==> config.mk <==
export PLATFORM = sky130hd
export DESIGN_NAME = lwe_decrypt
export DESIGN_NICKNAME = d
export VERILOG_FILES = /design/src/rtl/lwe_pkg.sv /design/src/rtl/lwe_mod_mac.sv /design/src/rtl/lwe_decrypt.sv
export SDC_FILE = /design/constraint.sdc
export NUM_CORES = 1
export LEC_CHECK = 0
export ABC_AREA = 1
export CELL_PAD_IN_SITES_DETAIL_PLACEMENT = 1
export CELL_PAD_IN_SITES_GLOBAL_PLACEMENT = 2
export CORE_MARGIN = 2
export CORE_UTILIZATION = 32
export CTS_CLUSTER_DIAMETER = 80
export CTS_CLUSTER_SIZE = 12
export DETAILED_ROUTE_END_ITERATION = 16
export PLACE_DENSITY = 0.84
export REMOVE_ABC_BUFFERS = 1
export SKIP_CTS_REPAIR_TIMING = 1
export SLEW_MARGIN = 10
export SYNTH_ARGS = -nofsm -noshare
export SYNTH_HDL_FRONTEND = slang
export SYNTH_SLANG_ARGS = --single-unit
==> constraint.sdc <==
create_clock -name clk -period 9.5 [get_ports clk]
set_input_delay 1.425 -clock clk [delete_from_list [all_inputs] [get_ports clk]]
set_output_delay 1.425 -clock clk [all_outputs]
set_load 0.01 [all_outputs]
==> src/rtl/lwe_pkg.sv <==
// Shared definitions for the LWE blocks: FSM states and parameter helpers.
// Helpers derive the scaling shift and rounding offset from q and p.
package lwe_pkg;

    typedef enum logic [1:0] {
        IDLE,
        MAC,
        SCALE,
        DONE
    } lwe_state_e;

    // Exact log2 of a power of two.
    function automatic int lwe_log2(input int v);
        int r;
        r = 0;
        for (int i = 0; i < 31; i++) begin
            if ((1 << i) == v) r = i;
        end
        return r;
    endfunction

    // Right shift that maps Z_q onto Z_p: log2(q/p).
    function automatic int delta_shift(input int q, input int p);
        return lwe_log2(q / p);
    endfunction

    // Half a plaintext step in ciphertext units, for round-to-nearest.
    function automatic int round_half(input int q, input int p);
        return q / (2 * p);
    endfunction

    // Width of the key element index (never zero).
    function automatic int idx_width(input int n);
        return (n > 1) ? $clog2(n) : 1;
    endfunction

endpackage

==> src/rtl/lwe_mod_mac.sv <==
// Combinational acc - a*s mod q, with q = 2**LQ.
// Ports: acc_i running value, a_i/s_i signed elements, acc_o result.
module lwe_mod_mac #(
    parameter int CW = 21,
    parameter int LQ = 10
) (
    input  logic [LQ-1:0] acc_i,
    input  logic [CW-1:0] a_i,
    input  logic [CW-1:0] s_i,
    output logic [LQ-1:0] acc_o
);

    logic signed [2*CW-1:0] a_x;
    logic signed [2*CW-1:0] s_x;
    logic        [LQ-1:0]   prod_lo;

    assign a_x = {{CW{a_i[CW-1]}}, a_i};
    assign s_x = {{CW{s_i[CW-1]}}, s_i};

    // Only the low log2(q) bits matter after the mod-q reduction.
    assign prod_lo = LQ'(a_x * s_x);
    assign acc_o   = acc_i - prod_lo;

endmodule

==> src/rtl/lwe_decrypt.sv <==
// LWE decryption: plaintext = round((b - <a,s>) * p/q) mod p, one MAC/cycle.
// Ports: clk, rst_n, in_valid/in_ready + ciphertext/secret_key in,
//        out_valid/out_ready + plaintext out.
module lwe_decrypt
    import lwe_pkg::*;
#(
    parameter int PLAINTEXT_MODULUS  = 64,
    parameter int PLAINTEXT_WIDTH    = 6,
    parameter int DIMENSION          = 1,
    parameter int CIPHERTEXT_MODULUS = 1024,
    parameter int CIPHERTEXT_WIDTH   = 21,
    parameter int BIG_N              = 30
) (
    input  logic                                        clk,
    input  logic                                        rst_n,
    input  logic                                        in_valid,
    output logic                                        in_ready,
    input  logic [(DIMENSION+1)*CIPHERTEXT_WIDTH-1:0]   ciphertext,
    input  logic [DIMENSION*CIPHERTEXT_WIDTH-1:0]       secret_key,
    output logic                                        out_valid,
    input  logic                                        out_ready,
    output logic [PLAINTEXT_WIDTH-1:0]                  plaintext
);

    localparam int CW = CIPHERTEXT_WIDTH;
    localparam int LQ = lwe_log2(CIPHERTEXT_MODULUS);
    localparam int LP = PLAINTEXT_WIDTH;
    localparam int DS = delta_shift(CIPHERTEXT_MODULUS, PLAINTEXT_MODULUS);
    localparam int RH = round_half(CIPHERTEXT_MODULUS, PLAINTEXT_MODULUS);
    localparam int IW = idx_width(DIMENSION);
    localparam int NE = 1 << IW;
    localparam int unused_big_n = BIG_N;

    lwe_state_e              state_q;
    logic [LQ-1:0]           acc_q;
    logic [LQ-1:0]           acc_d;
    logic [IW-1:0]           idx_q;
    logic [DIMENSION*CW-1:0] a_q;
    logic [DIMENSION*CW-1:0] s_q;
    logic                    in_ready_q;
    logic                    out_valid_q;
    logic [LP-1:0]           pt_q;
    logic [LP-1:0]           pt_d;
    logic [LQ:0]             round_sum;
    logic                    unused_b;

    // b's bits above log2(q) vanish in the mod-q reduction.
    assign unused_b = ^ciphertext[CW-1:LQ];

    // Element tables padded to a power of two so idx_q indexes cleanly.
    logic [CW-1:0] a_arr [NE];
    logic [CW-1:0] s_arr [NE];

    for (genvar g = 0; g < NE; g++) begin : g_elem
        if (g < DIMENSION) begin : g_live
            assign a_arr[g] = a_q[g*CW +: CW];
            assign s_arr[g] = s_q[g*CW +: CW];
        end else begin : g_pad
            assign a_arr[g] = '0;
            assign s_arr[g] = '0;
        end
    end

    lwe_mod_mac #(
        .CW (CW),
        .LQ (LQ)
    ) u_mac (
        .acc_i (acc_q),
        .a_i   (a_arr[idx_q]),
        .s_i   (s_arr[idx_q]),
        .acc_o (acc_d)
    );

    // Extra top bit keeps the rounding carry; it is dropped mod p.
    assign round_sum = {1'b0, acc_q} + (LQ+1)'(RH);
    assign pt_d      = LP'(round_sum >> DS);

    always_ff @(posedge clk or negedge rst_n) begin
        if (!rst_n) begin
            state_q     <= IDLE;
            acc_q       <= '0;
            idx_q       <= '0;
            a_q         <= '0;
            s_q         <= '0;
            in_ready_q  <= 1'b1;
            out_valid_q <= 1'b0;
            pt_q        <= '0;
        end else begin
            unique case (state_q)
                IDLE: begin
                    if (in_valid) begin
                        a_q        <= ciphertext[(DIMENSION+1)*CW-1:CW];
                        s_q        <= secret_key;
                        acc_q      <= ciphertext[LQ-1:0];
                        idx_q      <= '0;
                        in_ready_q <= 1'b0;
                        state_q    <= MAC;
                    end
                end
                MAC: begin
                    acc_q <= acc_d;
                    if (idx_q == IW'(DIMENSION - 1)) begin
                        state_q <= SCALE;
                    end else begin
                        idx_q <= idx_q + 1'b1;
                    end
                end
                SCALE: begin
                    pt_q        <= pt_d;
                    out_valid_q <= 1'b1;
                    state_q     <= DONE;
                end
                DONE: begin
                    if (out_ready) begin
                        out_valid_q <= 1'b0;
                        in_ready_q  <= 1'b1;
                        state_q     <= IDLE;
                    end
                end
            endcase
        end
    end

    assign in_ready  = in_ready_q;
    assign out_valid = out_valid_q;
    assign plaintext = pt_q;

endmodule

==> flow_summary_export.csv, run 1 <==
group,metric,value,unit
status,status,"finished clean",
setup_path,critPathKind,"reg -> reg",
clock_tree,cts_buffers,5,
layout,fillers,1508,
timing,min_period_over_period,52.0,%
timing,fin_worst_skew,0.0111,ns
hold_path,hold_class,"reg -> reg",
synth,async_flop_share,100,%
layout,drive_above_1_share,4.31,%
timing,slew_headroom,38.1,%
run,max-cap-violations,0,
clock_tree,clockBufferDepth,2,
die,die_w,114,µm
die,rows,40,
layout,antenna_cells,0,
synth,ys_seq_elements,40,
route,dr.pass1.iters,4,
grt,grt_start_max_net_pins,41,
layout,multi_input_area,2390,µm²
die,dieArea,13100,µm²
timing,period_minus_slack,4.94,ns
hold_path,hp-start,"s_q[9]",
layout,regArea,1000,µm²
setup_path,critPathLaunch,"s_q[2]",
clock_tree,root_buffer,"clkbuf_16",
synth,netlist.area_leader.share,25.0,%
placed_design,gp_congestion,0.838,
grt,antenna_found_initial,0,
timing,hold_viol,0,
clock_tree,clock_latency,0.30,ns
setup_path,reg2reg_depth,18,
route,vias,3275,
synth,ys_seq_area_share,25.7,%
route,drcViolationCount,0,
die,start_util,32.6,%
setup_path,crit_fanout,10,
route,wl,9.87,mm
clock_tree,cts-htree-levels,2,
synth,synth_edf_count,0,
hold_path,min_to,"s_q[9]",
layout,fin_nets,689,
synth,synth_top_area_cell,"dfrtp_1",
grt,grtUsageTotal,16.8,%
hold_path,holdPathStages,2,
setup_path,required,9.68,ns
timing,fmax,203,MHz
timing,drv_slew,0,
synth,ys.flop_type,"dfrtp_1",
die,coreArea,12000,µm²
synth,syn_area_per_cell,7.45,µm²
timing,worstMarginPinSlew,0.928,ns
route,ant_nets,0,
layout,fin_util,37.9,%
synth,syn_area,3900,µm²
setup_path,critical_path.reg2reg.endpoint,"acc_q[9]",
grt,grt_pass1_wl,17.2,mm
synth,synth.distinct_cells,32,
clock_tree,clk_pin_slew_worst_paths,0.06,ns
route,drtIter0Drc,64,
setup_path,r2r_slack,4.56,ns
die,io_pins,75,
clock_tree,cts_tree,"done",
grt,grt_overflow,0,
synth,yosys_warnings,0,
setup_path,cp-start-kind,"flip-flop",
setup_path,crit_arrival,5.12,ns
placed_design,numPortBuffers,41,
die,dieHeight,114,µm
placed_design,dp_hpwl,7.92,mm
route,wl_per_cell,14.0,µm
grt,grt_pass1_vias,3611,
timing,setup_viol,0,
layout,area_growth,16.4,%
synth,syn_inst,523,
setup_path,regToRegStartpoint,"s_q[2]",
setup_path,end_kind,"flip-flop",
synth,ys_top_cells_by_area,"dfrtp_1 (25%), nand2_1 (17%), fa_1 (15%)",
route,avgViaCountPerCell,4.65,
clock_tree,cts_sinks,40,
timing,grt_setup_unrepaired,"no",
timing,tns,0,ns
==> cell usage after synthesis (3+ instances only) <==
cell type / instances
inv_2: 3
ha_1: 36
nand2_1: 179
inv_1: 105
o21ai_1: 4
clkbuf_1: 6
fa_1: 30
nor2_1: 17
buf_4: 4
o21ai_0: 14
a21o_1: 4
a31oi_1: 4
nand3_1: 18
a21oi_1: 10
xnor2_1: 5
nor3_1: 4
o22ai_1: 6
buf_2: 3
dfrtp_1: 39
nand2_2: 8
xor2_1: 10
==> how the worst max path moves through the flow <==
stage	end	cells past startpoint
floorplan	acc_q[9]	18
global placement	acc_q[9]	18
detailed placement	acc_q[9]	18
CTS	acc_q[9]	18
global route	acc_q[9]	18
finish	acc_q[9]	18
==> cell type report <==
class	instances	area share (%)
clock buffer	6	2.84
clock inverter	2	0.276
sequential	40	22.1
timing repair buffer	41	8.94
multi-input combinational	359	52.8
inverter	109	9.02
tap	147	4.05
==> critical path, stage by stage (launching register included) <==
cell     delay, ns
dfrtp_1       0.63
nand2_1       0.10
inv_1         0.09
fa_1          0.43
fa_1          0.44
fa_1          0.57
fa_1          0.44
fa_1          0.58
inv_1         0.05
ha_1          0.33
a21o_1        0.19
a31oi_1       0.19
nand2_1       0.07
a31oi_1       0.35
inv_1         0.08
nand2_1       0.07
nand3_1       0.07
nand2_1       0.09
nand2_1       0.06
==> placed cells by master, fill, tap and decap left out, drive strengths merged, types with 6 or more instances in the layout <==
cell type and instances:
nand2 187, inv 108, clkdlybuf4s50 40, dfrtp 39
ha 36, fa 30, nand3 19, o21ai 19
nor2 17, xor2 11, a21oi 10, o22ai 6
clkbuf 6
==> flip-flops by register name (all words and copies together) (netlist names) <==
name	flops
a_q	10
acc_q	10
out_valid	1
state_q	2
in_ready	1
plaintext	6
s_q	10
==> logic make-up after synthesis <==
| logic type | share of synthesized area, % |
|---|---|
| xor gates and xnor gates | 3.79 |
| AOI/OAI and AO/OA | 6.81 |
| and+or+nand+nor | 23.9 |
| buffers and inverters | 12.8 |
| adders and majority gates | 27.0 |
| DFF | 25.7 |
==> per-layer routing <==
metal  GRT usage [%]  wire length [µm]  vias up
li1                -                 -     1638
met1            21.4              4650     1605
met2            29.6              4870       27
met3            2.75               223        5
met4            4.15               120        0
met5               0                 0        -
==> through the flow <==
step	cell area [µm²]	worst slack, ns	hold slack [ns]	instances
after floorplan	3810	5.26	0.449	508
after global placement	4400	4.67	0.463	696
after detailed placement	4400	4.61	0.475	696
after CTS	4540	4.57	0.492	704
after global routing	4540	4.33	0.517	704
final	4540	4.56	0.481	704
Power of run 1 is not shown: default switching activity piles up to over one toggle a cycle in this logic, so the estimate is an artifact.
==> run 2: changes to the inputs <==
CORE_UTILIZATION = 30   (was 32)
PLACE_DENSITY = 0.79   (was 0.84)
clock period = 4.8 ns   (was 9.5 ns; I/O delays follow)
==> run 2 against run 1 <==
Compared with the run above:
- core utilization shrank 0.83 points
- sequential cell count unchanged
- non-clock buffer count rose by 13
- via count down 0.43%
- global-route usage shrank 2.0 points
- clock skew down 0.0066 ns
- register-to-register slack got worse by 4.3 ns
- critical path type unchanged
==> flow_summary_export.csv, run 2 (same netlist as run 1, synthesis figures left out) <==
group,metric,value,unit
setup_path,r2r_slack,0.27,ns
setup_path,cp-start-kind,"flip-flop",
grt,use_met3,1.89,%
timing,hold_viol,0,
grt,met2_usage,26.1,%
die,io_pins,75,
die,start_util,30.7,%
route,drtIter0Drc,59,
grt,grt_start_max_net_pins,41,
timing,slew_headroom,36.8,%
timing,worstMarginPinSlew,0.947,ns
die,dieArea,13900,µm²
timing,drv_slew,0,
grt,antenna_found_initial,0,
hold_path,hold_class,"reg -> reg",
layout,area_growth,20.6,%
clock_tree,cts_tree,"done",
layout,fin_util,37.1,%
timing,min_period_over_period,94.4,%
route,dr.pass1.iters,4,
timing,fin_worst_skew,0.00450,ns
route,ant_nets,0,
layout,fin_nets,702,
layout,final_cell_mix,"nand2_1 (179), inv_1 (105), clkdlybuf4s50_1 (40), ha_1 (36), dfrtp_1 (36)",
run,max-cap-violations,0,
status,status,"finished clean",
hold_path,holdPathStages,2,
setup_path,crit_arrival,4.71,ns
clock_tree,cts_buffers,5,
route,avgViaCountPerCell,4.39,
setup_path,critical_path.reg2reg.endpoint,"acc_q[9]",
die,die_w,118,µm
clock_tree,clock_latency,0.28,ns
layout,antenna_cells,0,
route,vias,3261,
setup_path,crit_chain,"buf_4 -> nand2_1 -> inv_1 -> fa_1 -> ha_1 -> inv_1 -> fa_1 -> fa_1 -> inv_1 -> fa_1 -> inv_1 -> ha_1 -> a21o_1 -> a31oi_1 -> nand2_1 -> a31oi_4 -> inv_1 -> nand2_1 -> nand3_1 -> nand2_1 -> nand2_1",
placed_design,gp_congestion,0.750,
placed_design,dp_hpwl,8.10,mm
setup_path,slowest_delay,0.54,ns
layout,mostFrequentLayoutCell,"nand2_1",
clock_tree,clk_pin_slew_worst_paths,0.06,ns
die,rows,41,
grt,grt_pass1_wl,17.0,mm
placed_design,numPortBuffers,41,
grt,grt_pass1_vias,3546,
clock_tree,root_buffer,"clkbuf_16",
setup_path,required,4.98,ns
route,wl,9.74,mm
grt,top_usage_layer,"met2",
setup_path,end_kind,"flip-flop",
grt,grtUsageTotal,14.8,%
setup_path,slowest_stage,"fa_1",
die,dieHeight,118,µm
die,coreArea,12700,µm²
route,wl_per_cell,13.1,µm
setup_path,crit_fanout,6,
layout,reg.largest.list,"a_q x10, acc_q x10, s_q x10",
route,drcViolationCount,0,
timing,period_minus_slack,4.53,ns
hold_path,hp-start,"plaintext[3]",
clock_tree,cts_sinks,40,
setup_path,reg2reg_depth,21,
timing,setup_viol,0,
layout,fillers,1592,
grt,grt_use_met1,19.6,%
hold_path,min_to,"plaintext[3]",
clock_tree,clockBufferDepth,2,
grt,grt_overflow,0,
layout,drive_above_1_share,7.54,%
timing,fmax,221,MHz
setup_path,critPathKind,"reg -> reg",
clock_tree,cts-htree-levels,2,
setup_path,regToRegStartpoint,"s_q[4]",
## run 2: cell types whose count changed in the layout (fill, tap and decap cells not counted)
cell,previous run,this run
a31oi_1,4,3
a31oi_4,0,1
buf_4,0,13
clkbuf_8,0,1
clkinv_2,1,0
dfrtp_1,39,36
dfrtp_2,0,3
fa_1,30,29
fa_2,0,1
nor3_1,4,3
nor3_2,0,1
## run 2: stage by stage
stage	cells	hold WS, ns	worst slack [ns]	TNS, ns	area, µm²
3_3_place_gp	729	0.460	0.0634	0	4490
2_1_floorplan	508	0.424	0.555	0	3810
3_5_place_dp	729	0.475	0.0218	0	4490
6_report	742	0.483	0.267	0	4700
4_1_cts	737	0.489	0.0114	0	4640
5_1_grt	742	0.517	-0.000144	-0.000144	4700
## run 2: routing by layer
| layer | wire length [µm] | share of wire [%] | vias to the layer above |
|---|---|---|---|
| met2 | 4780 | 49 | 26 |
| met1 | 4720 | 48 | 1567 |
| li1 | - | - | 1663 |
| met3 | 191 | 2.0 | 5 |
| met4 | 53 | 0.54 | 0 |
| met5 | 0 | 0 | - |
## run 2: cell type report
cell class | count | area, µm² | area share, %
flip-flops and latches | 40 | 1010 | 21.4
well taps | 172 | 215 | 4.58
clock inverters | 1 | 7.51 | 0.160
repair buffers | 54 | 503 | 10.7
inverters | 109 | 409 | 8.70
multi-input cells | 359 | 2420 | 51.4
clock buffers | 7 | 143 | 3.03
## run 2: how the worst max path moves through the flow
stage | from | to | slack (ns)
detailed placement | s_q[4] | acc_q[9] | 0.02
global placement | s_q[4] | acc_q[9] | 0.06
CTS | s_q[4] | acc_q[9] | 0.01
global route | s_q[4] | acc_q[9] | -0.0001
finish | s_q[4] | acc_q[9] | 0.27
floorplan | a_q[3] | acc_q[9] | 0.56
## run 2: critical path, delay by kind of cell (launching register included)
family	cells	cell delay (ns)
AO/OA/AOI/OAI	3	0.55
AND/OR/NAND/NOR	6	0.43
flip-flops	1	0.45
buffers and inverters	6	0.42
adder cells (fa/ha/maj)	6	2.55
Power of run 2 is left out for the same reason.
